**src/rtl/if_fetch_stage.sv**
```systemverilog
// Instruction-fetch stage: PC register, combinational ROM address, IF/ID register.
// Next-PC selection priority: exception, redirect, interrupt, stall, PC+4.
// Optional build macro IF_ALIGN_CHECK_EN: misaligned redirects vector to EXC_VEC
// and pulse if_misalign for one cycle.
module if_fetch_stage #(
  parameter logic [31:0] RESET_VEC = 32'h80000000,
  parameter logic [31:0] IRQ_VEC   = 32'h80000004,
  parameter logic [31:0] EXC_VEC   = 32'h80000008,
  parameter logic [31:0] NOP_WORD  = 32'h00000000
) (
  input  logic        clk,
  input  logic        reset,
  output logic [31:0] rom_addr,
  input  logic [31:0] rom_data,
  input  logic        stall,
  input  logic        redirect_valid,
  input  logic [31:0] redirect_pc,
  input  logic        exc_req,
  input  logic        irq,
  output logic        kernel,
`ifdef IF_ALIGN_CHECK_EN
  output logic        if_misalign,
`endif
  output logic [31:0] if_id_instr,
  output logic [31:0] if_id_pc_plus4,
  output logic        if_id_trap,
  output logic [31:0] if_id_epc
);

  logic [31:0] pc;
  logic [31:0] pc_plus4;
  logic        irq_take;
  logic        redirect_bad;

  assign rom_addr = pc;
  assign kernel   = pc[31];

  // Kernel bit is sticky across sequential fetch; only the low 31 bits wrap.
  assign pc_plus4 = {pc[31], pc[30:0] + 31'd4};

  assign irq_take = irq & ~pc[31] & ~stall & ~redirect_valid & ~exc_req;

`ifdef IF_ALIGN_CHECK_EN
  assign redirect_bad = redirect_valid & (redirect_pc[1:0] != 2'b00);
`else
  assign redirect_bad = 1'b0;
`endif

  // PC and IF/ID pipeline register update in priority order.
  always_ff @(posedge clk or negedge reset) begin
    if (!reset) begin
      pc             <= RESET_VEC;
      if_id_instr    <= NOP_WORD;
      if_id_pc_plus4 <= '0;
      if_id_trap     <= 1'b0;
      if_id_epc      <= '0;
    end else if (exc_req || redirect_bad) begin
      pc             <= EXC_VEC;
      if_id_instr    <= NOP_WORD;
      if_id_pc_plus4 <= '0;
      if_id_trap     <= 1'b0;
    end else if (redirect_valid) begin
      pc             <= redirect_pc;
      if_id_instr    <= NOP_WORD;
      if_id_pc_plus4 <= '0;
      if_id_trap     <= 1'b0;
    end else if (irq_take) begin
      // The squashed word at pc is re-fetched when the handler returns to epc.
      pc             <= IRQ_VEC;
      if_id_instr    <= NOP_WORD;
      if_id_pc_plus4 <= '0;
      if_id_trap     <= 1'b1;
      if_id_epc      <= pc;
    end else if (!stall) begin
      pc             <= pc_plus4;
      if_id_instr    <= rom_data;
      if_id_pc_plus4 <= pc_plus4;
      if_id_trap     <= 1'b0;
    end
  end

`ifdef IF_ALIGN_CHECK_EN
  // One-cycle pulse for a misaligned redirect that was turned into an exception.
  always_ff @(posedge clk or negedge reset) begin
    if (!reset) begin
      if_misalign <= 1'b0;
    end else begin
      if_misalign <= redirect_bad & ~exc_req;
    end
  end
`endif

endmodule

```
**config.mk**
```make
export PLATFORM = sky130hd
export DESIGN_NAME = if_fetch_stage
export DESIGN_NICKNAME = d
export VERILOG_FILES = /design/src/rtl/if_fetch_stage.sv
export SDC_FILE = /design/constraint.sdc
export NUM_CORES = 1
export LEC_CHECK = 0
export BUFFER_PORTS_ARGS = -buffer_cell sky130_fd_sc_hd__buf_2
export CAP_MARGIN = 30
export CORE_ASPECT_RATIO = 2
export CORE_MARGIN = 3
export CORE_UTILIZATION = 35
export DETAILED_ROUTE_END_ITERATION = 10
export GPL_ROUTABILITY_DRIVEN = 0
export HOLD_SLACK_MARGIN = 0.03
export SETUP_SLACK_MARGIN = 0.2
export SLEW_MARGIN = 15
export SYNTH_ARGS = -nofsm -noshare
export SYNTH_HDL_FRONTEND = slang
export SYNTH_SLANG_ARGS = --single-unit
```
**constraint.sdc**
```tcl
create_clock -name clk -period 2.1 [get_ports clk]
set_clock_uncertainty 0.15 [all_clocks]
set_input_delay 0.42 -clock clk [delete_from_list [all_inputs] [get_ports clk]]
set_output_delay 0.42 -clock clk [all_outputs]
set_load 0.05 [all_outputs]
```
==> impl_metrics.py, run 1 <==
metrics = {
    "status": {
        "outcome": "finished, final reports clean",
    },
    "clock_tree": {
        "cts_tree": "done",
        "clockBufferDepth": 2,
        "htree_levels": 4,
        "clock-sinks": 129,
        "clk_latency_ns": 0.42,
        "clockRootBuffer": "clkbuf_16",
        "path_clk_slew_ns": 0.06,
        "numCtsBuffers": 17,
    },
    "critical_path": {
        "worstPathArrival_ns": 2.03,
        "worst-r2r-setup-slack_ns": 0.22,
        "crit_chain": "nand4_4 > nor4_4 > buf_4 > and3_4 > o21ai_1 > a221o_1",
        "max_stage_delay_ns": 0.44,
        "cp-end-kind": "flop",
        "start_kind": "flop",
        "cp_top_family": "simple AND/OR/NAND/NOR gates",
        "slowest_stage": "dfrtp_2",
        "rr_worst_depth": 6,
        "path_buf_inv": 1,
        "reg2reg_from": "rom_addr[3]",
        "crit_fanout": 5,
        "timing.rr.end": "rom_addr[25]",
        "critPathRequiredTime_ns": 2.25,
        "worst-setup-path-type": "reg -> reg",
    },
    "global_route": {
        "grt_pass1_vias": 5497,
        "grtUsageTotal_pct": 20.6,
        "grt_max_degree": 43,
        "grt_use_met2_pct": 38.1,
        "grt-busiest-layer": "met2",
        "grt_overflow": 0,
        "grt_pass1_wl_microns": 29700,
        "antenna_found_initial": 1,
        "met3_usage_pct": 4.85,
        "globalRouteMet1Util_pct": 21.9,
    },
    "pwr": {
        "p_int_mw": 4.73,
        "leakagePower_nw": 4.27,
        "max-vdd-ir-drop_v": 0.000572,
        "power.density_mw_per_mm2": 837,
        "p_clk_share_pct": 40.5,
        "p_comb_share_pct": 19.4,
        "p_sw_mw": 2.15,
        "seqPwrFrac_pct": 40.1,
        "switching_share_pct": 31.3,
    },
    "synth": {
        "synth_top_area_share_pct": 55.0,
        "synth.largest_area_cell": "dfrtp_1",
        "syn_nets": 647,
        "ys_async_sr_fraction_pct": 100,
        "ys_seq_elements": 129,
        "synth_cells": 576,
        "synth.area.top_cells": "dfrtp_1, nand2_1, o21ai_0, mux2_2, xor2_1",
        "synth_edf_count": 0,
        "yosysWarningCount": 0,
        "synthDistinctLibCells": 52,
        "ys_seq_area_share_pct": 55.4,
        "netlist_area_sq_mm": 0.00583,
        "avgSynthCellArea_sq_um": 10.1,
        "synth_ff_type": "dfrtp_1",
    },
    "sta": {
        "max_slew_margin_pct": 73.3,
        "setup_violations": 0,
        "slew_viol_final": 0,
        "fmax_mhz": 532,
        "tns_ns": 0,
        "tightest_slew_ns": 0.400,
        "rsz0062_at_grt": "true",
        "finalCritPeriodShare_pct": 89.5,
        "min_period_ns": 1.88,
        "hold_viol": 0,
        "worst_slack_ns": 0.220,
    },
    "route": {
        "wl_per_cell_microns": 18.1,
        "drt_iter0_markers": 234,
        "route.detailed.drc": 0,
        "antenna_left": 0,
        "drtPass1Iterations": 4,
        "vias_per_cell": 5.10,
        "num_vias": 5304,
        "wirelength_microns": 18800,
    },
    "floorplanning": {
        "die_y_microns": 188,
        "rows": 66,
        "die_w_microns": 97.2,
        "boundaryPins": 200,
        "initial_core_util_pct": 35.8,
        "core-area_sq_mm": 0.0163,
        "dieArea_sq_mm": 0.0183,
    },
    "min_path": {
        "hold_class": "in -> reg",
        "min-delay-start": "redirect_pc[0]",
        "min_path_cells": 3,
        "min_to": "rom_addr[0]",
    },
    "cells_and_area": {
        "drive_above_1_share_pct": 44.8,
        "fin_nets": 893,
        "fill_cells": 1562,
        "syn2layout_area_growth_pct": 41.2,
    },
    "place": {
        "dpl.hpwl_microns": 13900,
        "dp_slack_ns": 0.0585,
        "io_buffers": 199,
    },
    "job": {
        "max-cap-violations": 0,
    },
}
-- area by class of cell --
type / count / area (sq um) / area share, %
Timing Repair Buffer: 269 / 1610 / 19.6
Clock buffer: 22 / 474 / 5.76
Inverter: 7 / 26.3 / 0.319
Tap cell: 204 / 255 / 3.10
Multi-Input combinational cell: 398 / 2520 / 30.6
Sequential cell: 129 / 3250 / 39.6
Clock inverter: 10 / 85.1 / 1.03
Antenna cell: 1 / 2.50 / 0.0304
-- cells in the mapped netlist, drive strengths merged, types with 6 or more instances --
cell	n
a221o	6
xor2	13
nor3	10
nand2	129
clkbuf	24
xnor2	12
and3	7
nor2	17
inv	7
a22oi	11
buf	18
o21ai	78
a21oi	9
nand4	9
mux2	27
nand3	16
dfrtp	128
-- sequential cells by signal (all words and copies together), names as in the netlist --
signal / cells
if_id_instr: 32
if_id_trap: 1
if_id_pc_plus4: 32
rom_addr: 32
if_id_epc: 32
-- power groups by stage --
stage / logic, mW / registers [mW] / clock network [mW]
floorplan: 0.300 / 3.34 / 0
global placement: 1.28 / 2.80 / 0
detailed placement: 1.30 / 2.81 / 0
CTS: 1.33 / 2.77 / 2.84
global route: 1.42 / 2.78 / 2.94
finish: 1.33 / 2.76 / 2.79
-- worst max path at each step --
stage,slack (ns),startpoint,endpoint,cells after the start
after CTS,0.19,rom_addr[2],rom_addr[14],7
after detailed placement,0.06,rom_addr[3],rom_addr[30],6
after floorplan,0.008,rom_addr[2],rom_addr[30],6
final,0.22,rom_addr[3],rom_addr[25],6
after global routing,0.15,rom_addr[10],rom_addr[28],5
after global placement,0.09,rom_addr[13],rom_addr[28],5
-- metal layers --
metal  part of all wire [%]  wire length, microns
met2                     55                 10300
met3                    4.8                   898
met4                    3.9                   726
met1                     37                  6890
met5                      0                     0
-- metrics by stage --
stage	util, %	total power [mW]	instances	hold WS (ns)	instance area (sq um)
after floorplan	-	3.64	576	-0.0256	5910
after CTS	49.8	6.94	1031	0.0330	8100
after global routing	50.6	7.15	1040	0.0550	8230
final	50.6	6.89	1040	0.0478	8230
after global placement	45.5	4.08	986	0.201	7410
after detailed placement	45.5	4.11	986	0.204	7410
-- cells by family after synthesis --
logic type                 after synthesis  synth area share [%]
and+or+nand+nor                        212                  17.7
AOI/OAI and AO/OA                      130                  13.5
muxes                                   30                  5.73
DFF                                    129                  55.4
buffers and inverters                   49                  3.69
xor gates and xnor gates                25                  3.76
adders and majority gates                1                 0.215
-- worst min-delay path: stages --
cell and delay (ns):
buf_2 0.07, nand2_1 0.04, nand2_1 0.05
-- layout by cell type (no fill, tap or decap), types with 3 or more instances in the layout --
cell type	count
clkinv_2	5
nand2_1	128
o21ai_0	72
nor2b_1	3
buf_2	196
dfrtp_1	108
buf_4	60
clkbuf_16	17
xnor2_1	12
buf_12	5
o21ai_1	5
a22oi_1	11
a21oi_1	8
mux2_2	27
buf_6	5
nor3b_1	4
nand4_4	3
mux2i_1	3
a221oi_1	3
nand3_1	12
nor4_4	3
nand4_1	6
a21o_1	4
nor3_1	9
clkinvlp_4	4
o311ai_1	3
a221o_1	6
nor2_1	15
inv_1	7
and3_1	6
dfrtp_2	20
clkbuf_8	3
xor2_1	13
o31ai_1	5
-- timing repair --
item / in CTS / in global routing
pin swaps: 4 / 4
hold buffers: 1 / 0
buffers inserted: 12 / 8
resized for setup: 5 / 18
setup endpoints to repair: 26 / 62
endpoints found under the hold margin: 38 / 0
Note: power is estimated with default switching activity, not from simulation.
==> inputs of run 2 (changes only) <==
--- a/config.mk
+++ b/config.mk
@@ -8,7 +8,7 @@
 export BUFFER_PORTS_ARGS = -buffer_cell sky130_fd_sc_hd__buf_2
 export CAP_MARGIN = 30
 export CORE_ASPECT_RATIO = 2
-export CORE_MARGIN = 3
+export CORE_MARGIN = 8
 export CORE_UTILIZATION = 35
 export DETAILED_ROUTE_END_ITERATION = 10
 export GPL_ROUTABILITY_DRIVEN = 0
==> constraint.sdc (replaced) <==
create_clock -name clk -period 2.1 [get_ports clk]
set_clock_uncertainty 0.15 [all_clocks]
set_input_delay 0.21 -clock clk [delete_from_list [all_inputs] [get_ports clk]]
set_output_delay 0.21 -clock clk [all_outputs]
set_load 0.05 [all_outputs]
==> impl_metrics.py, run 2 (synthesis gave the netlist of run 1 again) <==
metrics = {
    "critical_path": {
        "reg2reg_from": "rom_addr[2]",
        "slowest_stage": "dfrtp_2",
        "worstPathArrival_ns": 2.06,
        "critPathRequiredTime_ns": 2.24,
        "path_buf_inv": 2,
        "cp-end-kind": "flop",
        "start_kind": "flop",
        "worst-setup-path-type": "reg -> reg",
        "crit_start": "rom_addr[2]",
        "cp_num_cells": 8,
        "crit_chain": "buf_4 > ha_4 > nand3_4 > buf_6 > nor4_4 > xnor2_1 > nor3_1 > a221o_1",
        "max_stage_delay_ns": 0.36,
        "worst-r2r-setup-slack_ns": 0.18,
        "timing.rr.end": "rom_addr[16]",
        "crit_fanout": 5,
        "cp_top_family": "simple AND/OR/NAND/NOR gates",
        "rr_worst_depth": 8,
    },
    "route": {
        "drt_iter0_markers": 231,
        "wirelength_microns": 19300,
        "vias_per_cell": 5.01,
        "antenna_left": 0,
        "drtPass1Iterations": 4,
        "wl_per_cell_microns": 17.6,
        "num_vias": 5500,
        "route.detailed.drc": 0,
    },
    "floorplanning": {
        "die_w_microns": 107,
        "die_y_microns": 198,
        "rows": 67,
        "initial_core_util_pct": 35.3,
        "boundaryPins": 200,
        "core-area_sq_mm": 0.0165,
        "dieArea_sq_mm": 0.0213,
    },
    "cells_and_area": {
        "drive_above_1_share_pct": 40.6,
        "layout_commonest_cell": "buf_2",
        "final_cell_mix": "buf_2, nand2_1, dfrtp_1",
        "fin_nets": 949,
        "design_area_sq_mm": 0.00883,
        "syn2layout_area_growth_pct": 51.7,
        "num_antenna_cells": 0,
    },
    "sta": {
        "tightest_slew_ns": 0.605,
        "fmax_mhz": 521,
        "hold_viol": 0,
        "min_period_ns": 1.92,
        "max_slew_margin_pct": 59.5,
        "tns_ns": 0,
        "slew_viol_final": 0,
        "rsz0062_at_grt": "true",
        "finalCritPeriodShare_pct": 91.4,
        "setup_violations": 0,
    },
    "global_route": {
        "grt_max_degree": 52,
        "grt_pass1_vias": 5922,
        "grt_overflow": 0,
        "grtUsageTotal_pct": 18.8,
        "antenna_found_initial": 0,
        "grt_pass1_wl_microns": 31400,
    },
    "clock_tree": {
        "clockRootBuffer": "clkbuf_16",
        "clock-sinks": 129,
        "path_clk_slew_ns": 0.06,
        "clk_latency_ns": 0.41,
        "numCtsBuffers": 17,
        "htree_levels": 4,
        "clockBufferDepth": 2,
        "cts_tree": "done",
    },
    "pwr": {
        "power.density_mw_per_mm2": 807,
        "leakagePower_nw": 4.51,
        "max-vdd-ir-drop_v": 0.000564,
    },
    "min_path": {
        "hold_class": "in -> reg",
        "min_path_cells": 3,
        "min-delay-start": "exc_req",
        "min_to": "rom_addr[8]",
    },
    "place": {
        "io_buffers": 199,
        "dpl.hpwl_microns": 13800,
        "dpl_cell_area_sq_mm": 0.00735,
    },
    "job": {
        "max-cap-violations": 0,
    },
    "status": {
        "outcome": "finished, final reports clean",
    },
}
==> run 2: cell count changes in the layout (fill, tap and decap cells not counted), sizes merged <==
cell / delta
clkbuf: -4
buf: -6
dlygate4sd3: +64
bufinv: +1
clkinvlp: +1
diode: -1
==> run 2: worst reg2reg max path, cell delays in order, from the launching register on <==
cell and delay [ns]:
dfrtp_2 0.36, buf_4 0.13, ha_4 0.15, nand3_4 0.11
buf_6 0.17, nor4_4 0.25, xnor2_1 0.14, nor3_1 0.07
a221o_1 0.26
==> run 2: per-stage QoR <==
stage	total power, mW	std cells	util (%)	hold slack [ns]	setup WS (ns)
2_1_floorplan	3.64	576	-	-0.236	0.00772
3_3_place_gp	4.09	977	44.5	-0.0210	0.0382
3_5_place_dp	4.10	977	44.5	-0.0247	0.000606
4_1_cts	7.18	1084	52.7	0.0349	0.175
5_1_grt	7.42	1098	53.5	0.0483	0.0903
6_report	7.13	1098	53.5	0.0493	0.181
==> run 2: routing by layer <==
layer  vias to the layer above  part of all wire (%)  routed length (microns)  global-route usage [%]
met5                         -                     0                        0                       0
met4                         0                   2.2                      418                    6.40
met3                        26                    11                     2200                    8.63
met2                       226                    48                     9270                    30.4
met1                      2634                    38                     7420                    21.3
li1                       2614                     -                        -                       -
==> run 2: worst max-delay path by stage <==
stage	end	slack, ns
floorplan	rom_addr[30]	0.008
global placement	rom_addr[30]	0.04
detailed placement	rom_addr[24]	0.0006
CTS	if_id_pc_plus4[29]	0.17
global route	rom_addr[14]	0.09
finish	rom_addr[16]	0.18
==> run 2: cell type report <==
cell class / instances / area [sq um]
fillers: 1475 / 7680
flip-flops and latches: 129 / 3250
multi-input cells: 398 / 2490
repair buffers: 325 / 2200
clock buffers: 20 / 467
well taps: 207 / 259
clock inverters: 12 / 134
inverters: 7 / 26.3
==> run 2: repair_timing <==
| action | in CTS | in global routing |
|---|---|---|
| setup endpoints to repair | 26 | 19 |
| endpoints found under the hold margin | 192 | 0 |
| pin swaps | 2 | 6 |
| hold buffers | 65 | 0 |
| setup buffers | 10 | 14 |
| gates resized for setup | 5 | 8 |
==> run 2: report_power, final <==
group / switching [mW] / internal, mW
Clock: 1.11 / 1.84
Combinational: 0.972 / 0.453
Sequential: 0.114 / 2.64
Total: 2.19 / 4.94
==> inputs of run 3 (changes only) <==
==> constraint.sdc (replaced) <==
create_clock -name clk -period 2.28 [get_ports clk]
set_clock_uncertainty 0.15 [all_clocks]
set_input_delay 0.228 -clock clk [delete_from_list [all_inputs] [get_ports clk]]
set_output_delay 0.228 -clock clk [all_outputs]
set_load 0.05 [all_outputs]
==> impl_metrics.py, run 3 (synthesis gave the netlist of run 1 again) <==
metrics = {
    "status": {
        "outcome": "finished, final reports clean",
    },
    "global_route": {
        "grt_pass1_wl_microns": 30200,
        "grt_overflow": 0,
        "grt_max_degree": 54,
        "antenna_found_initial": 0,
        "grt_pass1_vias": 5663,
        "grtUsageTotal_pct": 18.0,
    },
    "critical_path": {
        "crit_fanout": 9,
        "rr_worst_depth": 5,
        "worst-setup-path-type": "reg -> reg",
        "start_kind": "flop",
        "critPathRequiredTime_ns": 2.43,
        "worstPathArrival_ns": 2.17,
        "cp-end-kind": "flop",
    },
    "pwr": {
        "power.density_mw_per_mm2": 777,
        "max-vdd-ir-drop_v": 0.000518,
        "leakagePower_nw": 4.33,
        "total_power_mw": 6.64,
    },
    "sta": {
        "slew_viol_final": 0,
        "tightest_slew_ns": 0.507,
        "min_period_ns": 2.02,
        "setup_violations": 0,
        "hold_viol": 0,
        "finalCritPeriodShare_pct": 88.4,
        "tns_ns": 0,
        "fmax_mhz": 496,
        "max_slew_margin_pct": 66.1,
        "rsz0062_at_grt": "true",
        "worst_slack_ns": 0.265,
    },
    "place": {
        "dp_slack_ns": 0.120,
        "dpl.hpwl_microns": 13000,
        "io_buffers": 199,
    },
    "route": {
        "num_vias": 5405,
        "drtPass1Iterations": 4,
        "route.detailed.drc": 0,
        "antenna_left": 0,
        "wl_per_cell_microns": 17.7,
        "drt_iter0_markers": 223,
        "wirelength_microns": 18900,
        "vias_per_cell": 5.06,
    },
    "cells_and_area": {
        "layout_commonest_cell": "buf_2",
        "fin_nets": 921,
        "syn2layout_area_growth_pct": 46.8,
        "final_cell_mix": "buf_2, nand2_1, dfrtp_1",
        "num_antenna_cells": 0,
        "drive_above_1_share_pct": 38.2,
    },
    "job": {
        "max-cap-violations": 0,
    },
    "floorplanning": {
        "die_y_microns": 198,
        "core-area_sq_mm": 0.0165,
        "dieArea_sq_mm": 0.0213,
        "die_w_microns": 107,
        "boundaryPins": 200,
        "rows": 67,
        "initial_core_util_pct": 35.3,
    },
    "clock_tree": {
        "numCtsBuffers": 17,
        "path_clk_slew_ns": 0.06,
        "clock-sinks": 129,
        "cts_tree": "done",
        "clockRootBuffer": "clkbuf_16",
        "clk_latency_ns": 0.42,
        "htree_levels": 4,
        "clockBufferDepth": 2,
    },
    "min_path": {
        "hold_class": "in -> reg",
        "min_path_cells": 3,
    },
}
run 3: cell count changes in the layout (fill, tap and decap cells not counted), sizes merged:
cell	delta
buf	-30
clkbuf	-3
bufinv	+2
and2	+1
clkinv	-1
dlygate4sd3	+1
inv	+1
run 3: what timing repair did:
item,in CTS,in global routing
gates cloned,0,1
buffers inserted,1,3
pin swaps,1,2
resized for setup,1,7
setup endpoints to repair,5,21
hold buffers,66,0
hold endpoints to repair,172,0
run 3: critical path, stage by stage (launching register included):
cell      delay [ns]
dfrtp_2         0.45
and4_1          0.33
and4bb_2        0.30
nand3_1         0.16
a21o_1          0.22
a221o_1         0.29
run 3: metal layers:
metal	wire [microns]	global-route usage, %	vias to the layer above	share of wire [%]
li1	-	-	2553	-
met1	7880	21.5	2633	42
met2	8900	29.1	196	47
met3	1800	6.81	23	9.5
met4	310	5.83	0	1.6
met5	0	0	-	0
run 3: stage by stage:
| stage | instance area (sq um) | hold WS (ns) | util, % | std cells |
|---|---|---|---|---|
| global route | 8550 | 0.158 | 51.8 | 1069 |
| detailed placement | 7200 | 0.0385 | 43.6 | 967 |
| CTS | 8500 | 0.0912 | 51.4 | 1065 |
| global placement | 7200 | 0.0304 | 43.6 | 967 |
| floorplan | 5870 | -0.218 | - | 576 |
| finish | 8550 | 0.118 | 51.8 | 1069 |
run 3: cell type report:
cell class	instances	area [sq um]
Fill cell	1506	7960
Multi-Input combinational cell	399	2450
Timing Repair Buffer	296	1950
Sequential cell	129	3250
Clock buffer	17	425
Tap cell	207	259
Clock inverter	14	190
Inverter	7	26.3
run 3: final timing paths:
| path | endpoint | slack, ns | startpoint |
|---|---|---|---|
| worst max-delay path | rom_addr[28] | 0.26 | rom_addr[17] |
| worst min-delay path | rom_addr[3] | 0.12 | redirect_valid |
| worst max register to register | rom_addr[28] | 0.26 | rom_addr[17] |
| worst min register to register | if_id_instr[0] | 0.32 | if_id_instr[0] |
| max in group asynchronous | rom_addr[31] | 1.12 | reset |
| min in group asynchronous | if_id_epc[18] | 0.16 | reset |
run 3: report_power, final:
part           total [mW]  switching, mW  internal [mW]
combinational        1.21          0.838          0.370
sequential           2.57          0.138           2.44
clock                2.86           1.04           1.82
total                6.64           2.02           4.62
